File: src/rtl/plus_asic_unlock.sv
// plus_asic_unlock: CPC Plus ASIC unlock-sequence detector snooping BCxx I/O writes
module plus_asic_unlock (
   input  logic        CLK,
   input  logic        reset,
   input  logic        plus_mode,
   input  logic        io_WR,
   input  logic [15:0] A,
   input  logic [7:0]  D,
   output logic        asic_unlocked,
   output logic        unlock_now,
   output logic        lock_now,
   output logic [4:0]  seq_pos
);
   logic       r_old_wr;
   logic       r_prev_nz;
   logic       r_unl;
   logic       r_un;
   logic       r_ln;
   logic [4:0] r_seq;
   logic       w_ev;
   logic       w_sync;
   logic       w_mid;
   logic       w_fin;
   logic       w_ee;
   logic [7:0] w_exp;
   always_comb begin
      case (r_seq[3:0])
         4'd1:    w_exp = 8'hFF;
         4'd2:    w_exp = 8'h77;
         4'd3:    w_exp = 8'hB3;
         4'd4:    w_exp = 8'h51;
         4'd5:    w_exp = 8'hA8;
         4'd6:    w_exp = 8'hD4;
         4'd7:    w_exp = 8'h62;
         4'd8:    w_exp = 8'h39;
         4'd9:    w_exp = 8'h9C;
         4'd10:   w_exp = 8'h46;
         4'd11:   w_exp = 8'h2B;
         4'd12:   w_exp = 8'h15;
         4'd13:   w_exp = 8'h8A;
         4'd14:   w_exp = 8'hCD;
         default: w_exp = 8'h00;
      endcase
   end
   assign w_ev   = ~r_old_wr & io_WR & (A[15:8] == 8'hBC);
   assign w_sync = (D == 8'h00) & r_prev_nz;
   assign w_mid  = (r_seq != 5'd0) & (r_seq != 5'd15);
   assign w_fin  = w_ev & (r_seq == 5'd15);
   assign w_ee   = (D == 8'hEE);
   // resync on "nonzero, 00" wins over the position match in every state
   always_ff @(posedge CLK) begin
      if (reset) begin
         r_old_wr  <= 1'b0;
         r_prev_nz <= 1'b0;
         r_unl     <= 1'b0;
         r_un      <= 1'b0;
         r_ln      <= 1'b0;
         r_seq     <= 5'd0;
      end else begin
         r_old_wr <= io_WR;
         if (!plus_mode) begin
            r_prev_nz <= 1'b0;
            r_unl     <= 1'b0;
            r_un      <= 1'b0;
            r_ln      <= 1'b0;
            r_seq     <= 5'd0;
         end else begin
            r_un <= w_fin & w_ee;
            r_ln <= w_fin & ~w_ee;
            if (w_fin) r_unl <= w_ee;
            if (w_ev) begin
               r_prev_nz <= (D != 8'h00);
               r_seq     <= w_sync ? 5'd1 : (w_mid && D == w_exp) ? r_seq + 5'd1 : 5'd0;
            end
         end
      end
   end
   assign asic_unlocked = r_unl;
   assign unlock_now    = r_un;
   assign lock_now      = r_ln;
   assign seq_pos       = r_seq;
endmodule

File: config.mk
export PLATFORM = sky130hd
export DESIGN_NAME = plus_asic_unlock
export DESIGN_NICKNAME = d
export VERILOG_FILES = /design/src/rtl/plus_asic_unlock.sv
export SDC_FILE = /design/constraint.sdc
export NUM_CORES = 1
export LEC_CHECK = 0
export ABC_AREA = 1
export BUFFER_PORTS_ARGS = -buffer_cell sky130_fd_sc_hd__buf_2
export CAP_MARGIN = 25
export CELL_PAD_IN_SITES_DETAIL_PLACEMENT = 2
export CELL_PAD_IN_SITES_GLOBAL_PLACEMENT = 2
export CORE_AREA = 2 2 69 71
export CTS_BUF_LIST = sky130_fd_sc_hd__clkbuf_2 sky130_fd_sc_hd__clkbuf_4 sky130_fd_sc_hd__clkbuf_8
export CTS_CLUSTER_DIAMETER = 40
export DETAILED_ROUTE_END_ITERATION = 6
export DIE_AREA = 0 0 71 73
export GPL_TIMING_DRIVEN = 0
export PLACE_DENSITY = 0.82
export RECOVER_POWER = 100
export SLEW_MARGIN = 5
export SYNTH_ARGS = -nofsm -noshare
export SYNTH_HDL_FRONTEND = slang
export SYNTH_SLANG_ARGS = --single-unit
File: constraint.sdc
create_clock -name CLK -period 5.5 [get_ports CLK]
set_input_delay 0.275 -clock CLK [delete_from_list [all_inputs] [get_ports CLK]]
set_output_delay 0.275 -clock CLK [all_outputs]
set_load 0.005 [all_outputs]
==> results.py, run 1 <==
metrics = {
    "setup_path": {
        "worst-path-max-fanout": 7,
        "cpPeakStageDelay_ns": 0.40,
        "crit_top_cell": "nand2_1",
        "rr_endpoint": "w_exp[3]$_DFF_P_",
        "start_kind": "flop",
        "crit_path_cell_trace": "ha_1 -> nand2_1 -> nor2_1 -> ha_1 -> inv_1 -> nand2_1 -> nor2_1 -> nand3_1 -> nor2_1 -> nand3_1 -> nand2_1 -> nand2_1 -> ha_1 -> nand3_1 -> nand2_1 -> nand2_1 -> o21ai_0",
        "rrSetupSlack_ns": 2.47,
        "critPathKind": "reg -> reg",
        "critical_path_required_ns": 5.63,
        "worst_path_max_delay_cell": "nor2_1",
        "reg2regPathDepth": 17,
        "crit-reg2reg-launch": "seq_pos[1]$_SDFFE_PP0N_",
        "cp.arrival_ns": 3.16,
        "cp-end-kind": "flop",
    },
    "floorplan": {
        "num_io_pins": 36,
        "die_area_mm2": 0.00518,
        "die_w_um": 71,
        "core_mm2": 0.00454,
        "initial_utilization": 0.280,
        "num_rows": 25,
        "die_y_um": 73,
    },
    "sta": {
        "period_share": 0.550,
        "fin_crit_ns": 3.03,
        "setup_ws_ns": 2.47,
        "drv_slew": 0,
        "fin_setup_tns_ns": 0,
        "setup_viol": 0,
        "max_freq_mhz": 330,
        "finalHoldViolations": 0,
        "whs_ns": 0.176,
        "slew_headroom": 0.632,
        "tightest_slew_ns": 0.549,
        "skew_ns": 0.00968,
        "grt_setup_unrepaired": "false",
    },
    "min_path": {
        "hold_class": "in -> reg",
        "holdPathStages": 2,
        "min_to": "r_old_wr$_SDFF_PP0_",
        "holdCritStartpoint": "reset",
    },
    "clock_network": {
        "clock_path_buffers": 2,
        "tritoncts": "yes",
        "ctsHoldBuffers": 0,
        "cts_resized": 0,
        "cts_buffers": 3,
        "cts.sink_count": 18,
        "path_clk_slew_ns": 0.08,
        "cts_setup_buffers": 0,
        "ctsHtreeMaxLevel": 1,
        "clock_latency_ns": 0.26,
        "cts_root_buf": "clkbuf_8",
    },
    "global_routing": {
        "grt_pass1_vias": 1406,
        "grt_usage": 0.153,
        "antenna_found_initial": 0,
        "overflow": 0,
        "grt_pass1_wl_um": 6240,
        "grt_max_degree": 11,
    },
    "yosys": {
        "ys_ff_latch": 18,
        "synth.avg_cell_area_um2": 6.42,
        "synth_cell_types": 27,
        "syn_area_mm2": 0.00127,
        "yosysWarnings": 0,
        "netlist_top_cells_area": "dfxtp_1, nand2_1, ha_1",
        "syn_nets": 236,
        "synth_top_area_frac": 0.283,
        "synthArstFlopShare": 0,
        "yosysTopAreaCell": "dfxtp_1",
        "syn-instance-count": 198,
        "ys_seq_area_frac": 0.283,
        "synth_edf_count": 0,
        "synth_flop_cell": "dfxtp_1",
    },
    "placement": {
        "port_buffers": 27,
        "place_congestion": 0.714,
        "dpl_cell_area_mm2": 0.00147,
        "dp_hpwl_um": 3020,
        "place_ws_ns": 2.81,
    },
    "drt": {
        "first_pass_iters": 3,
        "vias": 1289,
        "drt_iter0_drc": 27,
        "avgViaCountPerCell": 4.55,
        "met3_length_um": 55,
        "ant_nets": 0,
        "routed.top_layer": "met4",
        "wl_per_cell_um": 12.8,
        "met1_length_um": 1570,
        "drc_errors": 0,
        "drt_wl_total_um": 3640,
        "wl_met2_um": 1960,
    },
    "final_layout": {
        "fin_area_mm2": 0.00148,
        "fillCellCount": 574,
        "layout-drive-gt1-share": 0.192,
        "fin_util": 0.326,
        "antenna_cells": 0,
        "nets": 268,
        "syn2layout_area_growth_pct": 16.1,
    },
    "job": {
        "drv_cap": 0,
    },
    "pwr": {
        "peakVddDrop_v": 0.0000997,
        "p_leak_nw": 0.811,
        "pwr-share-comb": 0.075,
        "swShare": 0.225,
        "seqPwrFrac": 0.499,
        "power.switching_uw": 59.0,
        "intPower_uw": 203,
        "power_density_mw_per_mm2": 178,
        "pwr-share-clk": 0.426,
    },
    "outcome": {
        "outcome": "completed",
    },
}
[registers in the layout, indices dropped and copies added, names as in the netlist]
register / count
asic_unlocked: 1
lock_now: 1
r_old_wr: 1
r_prev_nz: 1
seq_pos: 5
unlock_now: 1
w_exp: 8
[power groups by stage]
stage / sequential, mW / clock (mW) / combinational, mW
6_report: 0.131 / 0.112 / 0.0197
4_1_cts: 0.131 / 0.113 / 0.0214
5_1_grt: 0.131 / 0.122 / 0.0224
3_5_place_dp: 0.134 / 0 / 0.0212
2_1_floorplan: 0.134 / 0 / 0.00946
3_3_place_gp: 0.134 / 0 / 0.0200
[worst max path at each step]
| stage | startpoint | to | slack [ns] | cells past startpoint |
|---|---|---|---|---|
| final | seq_pos[1]$_SDFFE_PP0N_ | w_exp[3]$_DFF_P_ | 2.47 | 17 |
| after CTS | seq_pos[1]$_SDFFE_PP0N_ | w_exp[7]$_DFF_P_ | 2.71 | 17 |
| after global routing | seq_pos[0]$_SDFFE_PP0N_ | w_exp[3]$_DFF_P_ | 2.12 | 17 |
| after global placement | seq_pos[1]$_SDFFE_PP0N_ | w_exp[7]$_DFF_P_ | 2.86 | 17 |
| after detailed placement | seq_pos[1]$_SDFFE_PP0N_ | w_exp[7]$_DFF_P_ | 2.81 | 17 |
| after floorplan | seq_pos[0]$_SDFFE_PP0N_ | w_exp[3]$_DFF_P_ | 3.26 | 17 |
[area by class of cell]
cell class,instances,area (um^2),share of cell area
Multi-Input combinational cell,145,729,0.494
Clock buffer,4,55.1,0.0373
Tap cell,54,67.6,0.0458
Inverter,35,133,0.0898
Timing Repair Buffer,27,131,0.0890
Sequential cell,18,360,0.244
[cells in the final DEF, fill, tap and decap left out]
cell type	instances
clkinvlp_2	1
clkbuf_8	4
nand2_1	74
clkinv_1	1
ha_1	10
nand2_2	4
nand3_1	14
inv_1	26
nor2_2	1
a21boi_1	1
nand4_2	1
nor2_1	24
dfxtp_1	18
and2_1	1
clkbuf_1	3
nand2_4	1
nor4_1	1
inv_2	7
nand3b_1	1
xor2_1	2
nand3b_4	1
o22ai_1	1
a21oi_1	4
buf_2	24
o21ai_0	3
nor3_1	1
[metrics by stage]
step | power [mW] | instances
3_3_place_gp | 0.154 | 279
3_5_place_dp | 0.155 | 279
6_report | 0.262 | 283
2_1_floorplan | 0.143 | 198
5_1_grt | 0.276 | 283
4_1_cts | 0.266 | 283
[synth_stat cells (2+ instances only)]
| cell type | count |
|---|---|
| dfxtp_1 | 18 |
| nor2_4 | 2 |
| ha_1 | 10 |
| xor2_1 | 2 |
| a21oi_1 | 3 |
| inv_2 | 9 |
| inv_1 | 24 |
| o21ai_0 | 2 |
| nor2_1 | 21 |
| nand2_2 | 5 |
| nand2_1 | 73 |
| nand3_1 | 14 |
[logic make-up after synthesis]
logic type	synth area share
simple gates	0.450
buf+inv	0.107
flops	0.283
fa+ha+maj	0.0984
compound gates	0.0472
xor+xnor	0.0138
[critical path, delay by kind of cell (launching register included)]
family,cells,cell delay [ns]
and+or+nand+nor,12,1.56
buffers and inverters,1,0.07
AOI/OAI and AO/OA,1,0.09
adders and majority gates,3,0.79
DFF,1,0.36
[layer usage]
metal,vias to the layer above,track usage
met1,617,0.172
li1,657,-
met4,0,0.0503
met3,4,0.0207
met2,11,0.297
met5,-,0
Power figures use the tool's default switching activity.
==> run 2: changes to the inputs <==
--- a/config.mk
+++ b/config.mk
@@ -5,18 +5,18 @@
 export SDC_FILE = /design/constraint.sdc
 export NUM_CORES = 1
 export LEC_CHECK = 0
-export ABC_AREA = 1
+export ABC_AREA = 0
 export BUFFER_PORTS_ARGS = -buffer_cell sky130_fd_sc_hd__buf_2
 export CAP_MARGIN = 25
 export CELL_PAD_IN_SITES_DETAIL_PLACEMENT = 2
 export CELL_PAD_IN_SITES_GLOBAL_PLACEMENT = 2
-export CORE_AREA = 2 2 69 71
+export CORE_AREA = 2 2 65 67
 export CTS_BUF_LIST = sky130_fd_sc_hd__clkbuf_2 sky130_fd_sc_hd__clkbuf_4 sky130_fd_sc_hd__clkbuf_8
 export CTS_CLUSTER_DIAMETER = 40
 export DETAILED_ROUTE_END_ITERATION = 6
-export DIE_AREA = 0 0 71 73
+export DIE_AREA = 0 0 67 69
 export GPL_TIMING_DRIVEN = 0
-export PLACE_DENSITY = 0.82
+export PLACE_DENSITY = 0.75
 export RECOVER_POWER = 100
 export SLEW_MARGIN = 5
 export SYNTH_ARGS = -nofsm -noshare
==> constraint.sdc (replaced) <==
create_clock -name CLK -period 2.8 [get_ports CLK]
set_input_delay 0.14 -clock CLK [delete_from_list [all_inputs] [get_ports CLK]]
set_output_delay 0.14 -clock CLK [all_outputs]
set_load 0.005 [all_outputs]
==> run 2 against run 1 <==
  * Setup slack lost 2.4 ns
  * Hold slack worse by 0.089 ns
  * Sequential cell count unchanged
  * Largest power group unchanged
  * Fmax up 12%
  * Global-route usage decreased by 0.54 points
  * Register-to-register slack worse by 2.4 ns
  * Via count fell by 19%
==> results.py, run 2 <==
metrics = {
    "yosys": {
        "synth_common_cells": "dfxtp_1, ha_1, nand2_1, inv_1",
        "synth_cell_types": 34,
        "syn_nets": 156,
        "netlist_top_cells_area": "dfxtp_1, ha_1, mux2i_1",
        "syn-instance-count": 118,
        "synth_edf_count": 0,
        "synth.avg_cell_area_um2": 9.47,
        "syn_area_mm2": 0.00112,
        "ys_seq_area_frac": 0.323,
        "synth.most_common_cell": "dfxtp_1",
        "synth_flop_cell": "dfxtp_1",
        "ys_ff_latch": 18,
        "synthArstFlopShare": 0,
        "yosysTopAreaCell": "dfxtp_1",
        "yosysWarnings": 0,
        "synth_top_area_frac": 0.323,
    },
    "placement": {
        "dp.cells": 195,
        "place_ws_ns": -0.549,
        "place_congestion": 0.804,
        "dp_hpwl_um": 2480,
        "port_buffers": 27,
    },
    "sta": {
        "grt_setup_unrepaired": "true",
        "slew_headroom": 0.642,
        "period_share": 0.966,
        "whs_ns": 0.0875,
        "tightest_slew_ns": 0.532,
        "drv_slew": 0,
        "setup_ws_ns": 0.0962,
        "skew_ns": 0.00317,
        "finalHoldViolations": 0,
        "setup_viol": 0,
        "fin_crit_ns": 2.70,
        "max_freq_mhz": 370,
    },
    "min_path": {
        "min_to": "r_old_wr$_SDFF_PP0_",
        "holdPathStages": 2,
        "holdCritStartpoint": "reset",
        "hold_class": "in -> reg",
    },
    "drt": {
        "ant_nets": 0,
        "drt_wl_total_um": 3280,
        "avgViaCountPerCell": 5.00,
        "first_pass_iters": 4,
        "drc_errors": 0,
        "wl_per_cell_um": 15.8,
        "drt_iter0_drc": 21,
        "vias": 1039,
    },
    "global_routing": {
        "grt_pass1_vias": 1186,
        "grt_pass1_wl_um": 5300,
        "antenna_found_initial": 0,
        "overflow": 0,
        "grt_usage": 0.148,
        "grt_max_degree": 11,
    },
    "floorplan": {
        "die_w_um": 67,
        "core_mm2": 0.00391,
        "die_area_mm2": 0.00462,
        "initial_utilization": 0.285,
        "num_io_pins": 36,
        "num_rows": 23,
        "die_y_um": 69,
    },
    "pwr": {
        "p_leak_nw": 0.644,
        "power_density_mw_per_mm2": 343,
        "peakVddDrop_v": 0.000148,
        "total_power_uw": 505,
    },
    "setup_path": {
        "cp.arrival_ns": 2.83,
        "start_kind": "flop",
        "cp-end-kind": "flop",
        "reg2regPathDepth": 7,
        "crit-reg2reg-launch": "r_old_wr$_SDFF_PP0_",
        "worst_path_max_delay_cell": "or4b_1",
        "rr_endpoint": "w_exp[1]$_DFF_P_",
        "worst-path-max-fanout": 6,
        "critical_path_required_ns": 2.92,
        "rrSetupSlack_ns": 0.1,
        "cpPeakStageDelay_ns": 0.59,
        "critPathKind": "reg -> reg",
        "crit_path_cell_trace": "or4b_1 -> or4_1 -> buf_2 -> nor3b_2 -> o21ai_2 -> a21oi_4 -> mux4_1",
    },
    "final_layout": {
        "final_common_cell": "buf_2",
        "final_cell_count_no_fill": 208,
        "antenna_cells": 0,
        "largest_register_ffs": 8,
        "fin_util": 0.376,
        "final_cell_mix": "buf_2, dfxtp_1, nand2_1, buf_4",
        "layout-drive-gt1-share": 0.380,
        "nets": 197,
        "syn2layout_area_growth_pct": 31.7,
        "fillCellCount": 468,
    },
    "clock_network": {
        "cts.sink_count": 18,
        "path_clk_slew_ns": 0.07,
        "cts_root_buf": "clkbuf_8",
        "cts_buffers": 3,
        "clock_path_buffers": 2,
        "tritoncts": "yes",
        "clock_latency_ns": 0.25,
        "ctsHtreeMaxLevel": 1,
    },
    "job": {
        "drv_cap": 0,
    },
    "outcome": {
        "outcome": "completed",
    },
}
==> run 2: changes by cell type after synthesis, sizes merged, moves of 3 or more <==
cell / before / now
nand2: 79 / 10
inv: 33 / 9
nor2: 25 / 6
mux2i: 0 / 8
nand3: 14 / 7
xor2: 2 / 8
mux2: 0 / 5
nor4: 1 / 6
buf: 0 / 3
==> run 2: worst max-delay path, delay by kind of cell, from the launching register on <==
family	cells	cell delay, ns
simple gates	3	1.22
mux	1	0.58
flops	1	0.30
compound gates	2	0.29
buf+inv	1	0.19
==> run 2: layout make-up <==
class	count	area [um^2]	share of cell area
repair buffers	36	195	0.133
inverters	9	33.8	0.0230
multi-input cells	88	739	0.503
clock buffers	4	55.1	0.0374
flip-flops and latches	18	365	0.248
well taps	50	62.6	0.0425
plain buffers	3	20.0	0.0136
==> run 2: worst max path at each step <==
stage,slack (ns),endpoint,cells after the start,startpoint
finish,0.1,w_exp[1]$_DFF_P_,7,r_old_wr$_SDFF_PP0_
global route,-0.02,w_exp[3]$_DFF_P_,12,seq_pos[0]$_SDFFE_PP0N_
CTS,0.008,w_exp[1]$_DFF_P_,10,seq_pos[1]$_SDFFE_PP0N_
detailed placement,-0.55,w_exp[1]$_DFF_P_,7,r_old_wr$_SDFF_PP0_
global placement,-0.41,w_exp[1]$_DFF_P_,7,r_old_wr$_SDFF_PP0_
floorplan,0.06,w_exp[3]$_DFF_P_,12,seq_pos[0]$_SDFFE_PP0N_
==> run 2: power breakdown <==
group / leakage, nW / switching, mW / internal (mW)
Combinational: 0.469 / 0.0195 / 0.0168
Sequential: 0.147 / 0.000195 / 0.256
Clock: 0.0288 / 0.0877 / 0.125
==> run 2: metrics by stage <==
stage,instance area (um^2),setup TNS (ns)
after global placement,1320,-2.26
after global routing,1470,-0.0277
after detailed placement,1320,-3.38
after floorplan,1120,0
after CTS,1460,0
final,1470,0
==> run 2: cell families (layout without fill, tap and decap cells) <==
group | Yosys count | count (layout) | share of synthesized area
and+or+nand+nor | 44 | 44 | 0.232
AOI/OAI and AO/OA | 12 | 12 | 0.0773
muxes | 14 | 14 | 0.146
buffers and inverters | 12 | 52 | 0.0481
xor gates and xnor gates | 8 | 8 | 0.0627
DFF | 18 | 18 | 0.323
adders and majority gates | 10 | 10 | 0.112
==> run 2: per-layer routing <==
layer,part of all wire,global-route usage
met5,0,0
met4,0.021,0.0658
met3,0.040,0.0228
met2,0.55,0.277
met1,0.39,0.155
==> run 2: what timing repair did <==
item | 4_1_cts | 5_1_grt
endpoints found under the setup margin | 8 | 6
hold buffers | 0 | 0
gates resized for setup | 4 | 8
pin swaps | 6 | 4
setup buffers | 9 | 0
endpoints found under the hold margin | 0 | 0
